[config.mk]
export PLATFORM = sky130hd
export DESIGN_NAME = ult_share_sched
export DESIGN_NICKNAME = d
export VERILOG_FILES = /design/src/rtl/ult_share_pkg.sv /design/src/rtl/ult_sub_unit.sv /design/src/rtl/ult_share_sched.sv
export SDC_FILE = /design/constraint.sdc
export NUM_CORES = 1
export LEC_CHECK = 0
export ABC_AREA = 1
export CAP_MARGIN = 15
export CORE_AREA = 2 2 50 52
export CTS_BUF_LIST = sky130_fd_sc_hd__clkbuf_16
export CTS_CLUSTER_SIZE = 16
export DETAILED_ROUTE_END_ITERATION = 8
export DIE_AREA = 0 0 52 54
export DONT_BUFFER_PORTS = 1
export PLACE_DENSITY = 0.63
export SYNTH_ARGS = -nofsm -noshare
export SYNTH_HDL_FRONTEND = slang
export SYNTH_SLANG_ARGS = --single-unit
[constraint.sdc]
create_clock -name CLK -period 3.07 [get_ports CLK]
set_clock_uncertainty 0.15 [all_clocks]
set_input_delay 0.614 -clock CLK [delete_from_list [all_inputs] [get_ports CLK]]
set_output_delay 0.614 -clock CLK [all_outputs]
set_load 0.05 [all_outputs]
[src/rtl/ult_share_pkg.sv]
// Shared types and defaults for the round-robin less-than scheduler.
// ULT_SHARE_SCHED_EQ_EN adds the equality flag to the response record.
package ult_share_pkg;

    localparam int N_DEF    = 4;
    localparam int W_DEF    = 2;
    localparam int ID_MAX_W = 4;

    function automatic int id_width(input int n);
        return (n > 2) ? $clog2(n) : 1;
    endfunction

    // Sized for the largest supported requester count; narrower builds use the low bits.
    typedef struct packed {
        logic [ID_MAX_W-1:0] id;
        logic                lt;
`ifdef ULT_SHARE_SCHED_EQ_EN
        logic                eq;
`endif
    } resp_t;

endpackage

[src/rtl/ult_sub_unit.sv]
// Single W-bit subtract-with-carry chain: {cout, d} = a + ~b + 1.
// cout == 0 means a < b (unsigned).
module ult_sub_unit #(
    parameter int W = 2
) (
    input  logic [W-1:0] a,
    input  logic [W-1:0] b,
    output logic         cout,
    output logic [W-1:0] d
);

    assign {cout, d} = {1'b0, a} + {1'b0, ~b} + (W+1)'(1);

endmodule

[src/rtl/ult_share_sched.sv]
// Round-robin scheduler sharing one unsigned less-than unit among N requesters.
// Define ULT_SHARE_SCHED_EQ_EN to add the registered RESP_EQ output.
module ult_share_sched
    import ult_share_pkg::*;
#(
    parameter int N   = N_DEF,
    parameter int W   = W_DEF,
    parameter int IDW = id_width(N)
) (
    input  logic           CLK,
    input  logic           RESETN,
    input  logic [N-1:0]   REQ_VALID,
    input  logic [N*W-1:0] REQ_A,
    input  logic [N*W-1:0] REQ_B,
    output logic [N-1:0]   REQ_READY,
    output logic           RESP_VALID,
    output logic [IDW-1:0] RESP_ID,
    output logic           RESP_LT,
`ifdef ULT_SHARE_SCHED_EQ_EN
    output logic           RESP_EQ,
`endif
    input  logic           RESP_READY,
    output logic           BUSY
);

    logic [IDW-1:0] ptr;
    logic           vld_p1;
    logic           vld_p2;
    logic [W-1:0]   a_p1;
    logic [W-1:0]   b_p1;
    logic [IDW-1:0] id_p1;
    resp_t          resp_p2;

    logic           s1_free;
    logic           s2_free;
    logic           accept;
    logic [N-1:0]   req_rot;
    logic           grant_found;
    logic [IDW-1:0] grant_off;
    logic [IDW-1:0] grant_id;
    logic [N-1:0]   grant_oh;
    logic [W-1:0]   sel_a;
    logic [W-1:0]   sel_b;
    logic           cmp_cout;
    logic [W-1:0]   cmp_diff;

    assign s2_free = !vld_p2 || RESP_READY;
    assign s1_free = !vld_p1 || s2_free;

    // Rotate so bit 0 is the requester at the pointer; the lowest set bit wins.
    assign req_rot = N'({REQ_VALID, REQ_VALID} >> ptr);

    always_comb begin
        logic [IDW:0] sum;
        grant_found = 1'b0;
        grant_off   = '0;
        for (int k = 0; k < N; k++) begin
            if (!grant_found && req_rot[k]) begin
                grant_found = 1'b1;
                grant_off   = IDW'(k);
            end
        end
        sum = {1'b0, ptr} + {1'b0, grant_off};
        if (sum >= (IDW+1)'(N)) begin
            sum = sum - (IDW+1)'(N);
        end
        grant_id = IDW'(sum);
    end

    always_comb begin
        grant_oh = '0;
        sel_a    = '0;
        sel_b    = '0;
        for (int k = 0; k < N; k++) begin
            grant_oh[k] = grant_found && (grant_id == IDW'(k));
            if (grant_oh[k]) begin
                sel_a = REQ_A[k*W +: W];
                sel_b = REQ_B[k*W +: W];
            end
        end
    end

    // RESETN gates the strobe so no requester sees a grant while held in reset.
    assign accept    = grant_found && s1_free && RESETN;
    assign REQ_READY = accept ? grant_oh : '0;

    always_ff @(posedge CLK or negedge RESETN) begin
        if (!RESETN) begin
            ptr    <= '0;
            vld_p1 <= 1'b0;
            vld_p2 <= 1'b0;
        end else begin
            if (accept) begin
                ptr <= (grant_id == IDW'(N-1)) ? '0 : grant_id + IDW'(1);
            end
            if (s1_free) begin
                vld_p1 <= accept;
            end
            if (s2_free) begin
                vld_p2 <= vld_p1;
            end
        end
    end

    // Stage p1: grant and operand capture
    always_ff @(posedge CLK) begin
        if (accept) begin
            a_p1  <= sel_a;
            b_p1  <= sel_b;
            id_p1 <= grant_id;
        end
    end

    ult_sub_unit #(
        .W (W)
    ) u_sub (
        .a    (a_p1),
        .b    (b_p1),
        .cout (cmp_cout),
        .d    (cmp_diff)
    );

    // Stage p2: registered compare result
    always_ff @(posedge CLK) begin
        if (s2_free && vld_p1) begin
            resp_p2.id <= ID_MAX_W'(id_p1);
            resp_p2.lt <= !cmp_cout;
`ifdef ULT_SHARE_SCHED_EQ_EN
            resp_p2.eq <= cmp_cout && (cmp_diff == '0);
`endif
        end
    end

`ifndef ULT_SHARE_SCHED_EQ_EN
    logic unused_diff;
    assign unused_diff = ^cmp_diff;
`endif
    logic unused_id_hi;
    assign unused_id_hi = ^resp_p2.id;

    // Data registers are not reset; gating by the valid bit keeps outputs 0 when empty.
    assign RESP_VALID = vld_p2;
    assign RESP_ID    = vld_p2 ? resp_p2.id[IDW-1:0] : '0;
    assign RESP_LT    = vld_p2 && resp_p2.lt;
`ifdef ULT_SHARE_SCHED_EQ_EN
    assign RESP_EQ    = vld_p2 && resp_p2.eq;
`endif
    assign BUSY       = vld_p1 || vld_p2;

endmodule

==> impl_metrics.ini <==
[final_layout]
fin_nets = 189
layout-drive-gt1-share = 0.3711
final_common_cell = nand2_1
fill_cells = 198
diodes = 0
layout_common_cells = 32 x nand2_1, 23 x inv_1, 20 x nand3_1, 14 x buf_4
area_delta_synth_final_pct = 41.39

[yosys]
ys_ff_latch = 13
synth_cells = 138
ys_seq_area_frac = 0.3805
synth_warnings = 0
syn_nets = 167
syn_avg_cell_area_um2 = 7.054
syn-cell-area_um2 = 973.4
synth_cell_types = 19

[run_status]
failed_checks = setup timing
status = finished with violations

[critical_path]
r2r.worst_path.cells = 17
critPathRequiredTime_ns = 2.31
setup.worst_path.end = REQ_READY[0]
path_max_fanout = 4
worstSetupPathType = reg2out
rrSetupSlack_ns = 0.31
critPathLaunchType = flop
critPathLaunch = ptr[0]$_DFFE_PN0P_
setup.worst_path.end_class = primary output
r2r_end = a_p1[1]$_DFFE_PP_
r2r_start = ptr[0]$_DFFE_PN0P_
worst_ep_arrival_time_ns = 2.37

[sta]
slew_violations = 0
timing.hold.ws_ns = 0.2626
fin_crit_sh = 1.021
rsz0062_at_grt = yes
fin_ws_ns = -0.06332
worstMarginPinSlew_ns = 0.5924
max_freq_ghz = 0.3192
finalHoldViolations = 0
finalSetupViolCount = 4
finalCriticalPeriod_ns = 3.133
maxSlewHeadroom = 0.6050

[route]
drt-initial-drc-count = 14
drt_wl_total_um = 1959
first_pass_iters = 4
routedWlPerCell_um = 10.37
via_per_inst = 4.693
final_antenna_net_count = 0
drcViolationCount = 0
num_vias = 887

[global_routing]
antenna_found_initial = 0
grt.met3_usage = 0.02778
grt_max_degree = 16
grt_overflow = 0
grtUsageMet2 = 0.2532
busiest_layer = met2
grt_usage = 0.1356
grt_pass1_wl_um = 2918
grtUsageMet1 = 0.1604
grt_pass1_vias = 762

[floorplan]
die_x_um = 52
die-area_um2 = 2808
start_util = 0.4196
dieHeight_um = 54
core_area_um2 = 2320
ioPinCount = 32
fp-row-count = 18

[clock_tree]
cts.sinks = 13
cts_inserted_buffers = 3
htreeDepth = 1
worstSkewPairLatency_ns = 0.24
cts.clk_slew.worst_paths_ns = 0.04
clockBufferDepth = 2
tritoncts = yes
cts-root-buf = clkbuf_16

[worst_hold_path]
min_path_type = reg2reg

[run]
maxCapViolCount = 0

[place]
routabilityCongestion = 0.7628
hpwl_um = 1446
io_buffer_count = 0
[worst min path at each step]
| stage | slack [ns] | endpoint | cells past startpoint | from |
|---|---|---|---|---|
| after global placement | 0.17 | RESP_VALID$_DFFE_PN0P_ | 0 | RESETN |
| after detailed placement | 0.17 | RESP_VALID$_DFFE_PN0P_ | 0 | RESETN |
| after global routing | 0.28 | resp_p2[1]$_DFFE_PP_ | 0 | id_p1[0]$_DFFE_PP_ |
| after CTS | 0.26 | resp_p2[1]$_DFFE_PP_ | 0 | id_p1[0]$_DFFE_PP_ |
| final | 0.26 | resp_p2[1]$_DFFE_PP_ | 0 | id_p1[0]$_DFFE_PP_ |
| after floorplan | 0.17 | RESP_VALID$_DFFE_PN0P_ | 0 | RESETN |
[registers in the layout, summed over array words and instances (netlist names)]
name	flops
ptr	2
RESP_VALID	1
b_p1	2
id_p1	2
vld_p1	1
resp_p2	3
a_p1	2
[area by class of cell]
class / count / area (um^2) / area share
tap: 30 / 37.54 / 0.02727
clock buffer: 3 / 75.07 / 0.05455
sequential: 13 / 372.9 / 0.2709
clock inverter: 1 / 3.754 / 0.002727
multi-input combinational: 94 / 578.1 / 0.4200
inverter: 29 / 113.9 / 0.08273
timing repair buffer: 19 / 195.2 / 0.1418
[routing by layer]
| layer | share of wire | wire, um | vias to the layer above |
|---|---|---|---|
| met4 | 0 | 0 | 0 |
| met5 | 0 | 0 | - |
| li1 | - | - | 468 |
| met2 | 0.50 | 973 | 27 |
| met3 | 0.047 | 92 | 0 |
| met1 | 0.46 | 893 | 392 |
[cell usage after synthesis]
| master | count | area share |
|---|---|---|
| a21boi_0 | 1 | 0.0077 |
| a21oi_1 | 2 | 0.010 |
| buf_6 | 1 | 0.012 |
| clkbuf_1 | 1 | 0.0039 |
| dfrtp_1 | 4 | 0.10 |
| edfxtp_1 | 9 | 0.28 |
| ha_1 | 6 | 0.077 |
| inv_1 | 24 | 0.093 |
| inv_2 | 5 | 0.019 |
| nand2_1 | 40 | 0.15 |
| nand2_2 | 2 | 0.013 |
| nand2_4 | 1 | 0.012 |
| nand3_1 | 25 | 0.13 |
| nor2_1 | 10 | 0.039 |
| nor2_4 | 1 | 0.012 |
| o21ai_0 | 3 | 0.015 |
| or2_2 | 1 | 0.0064 |
| xnor2_1 | 1 | 0.0090 |
| xor2_1 | 1 | 0.0090 |
[cell families after synthesis]
| group | Yosys count | synth area share |
|---|---|---|
| AOI/OAI and AO/OA | 6 | 0.03342 |
| adders and majority gates | 6 | 0.07712 |
| buffers and inverters | 31 | 0.1273 |
| and+or+nand+nor | 80 | 0.3638 |
| DFF | 13 | 0.3805 |
| xor gates and xnor gates | 2 | 0.01800 |
[what timing repair did]
action | in CTS | in global routing
endpoints found under the setup margin | 4 | 4
setup buffers | 5 | 3
gates resized for setup | 11 | 18
hold buffers | 1 | 0
endpoints found under the hold margin | 4 | 0
pin swaps | 8 | 1
[worst max-delay path, cell delays in order (launching register included)]
cell and delay (ns):
dfrtp_2 0.44, buf_4 0.17, nand2_2 0.09, nand3_1 0.11
nand2_2 0.10, a21boi_2 0.06, ha_2 0.19, xnor2_2 0.13
xor2_1 0.14, buf_4 0.15, inv_2 0.05, ha_2 0.17
inv_1 0.05, nor2_2 0.12, buf_12 0.15
[stage by stage]
step	setup WS [ns]	setup TNS, ns	instance area, um^2	util	cells
6_report	-0.06332	-0.1701	1376	0.5933	189
5_1_grt	-0.1792	-0.6319	1376	0.5933	189
4_1_cts	-0.02324	-0.08372	1292	0.5572	186
3_5_place_dp	-0.03216	-0.08763	1141	0.4919	176
3_3_place_gp	0.02011	0	1141	0.4919	176
2_1_floorplan	-0.1618	-0.1618	993.5	-	138
Power is left out: the tool's default activity adds up to more than one toggle a clock period on the data nets, which glitch-free logic cannot reach.
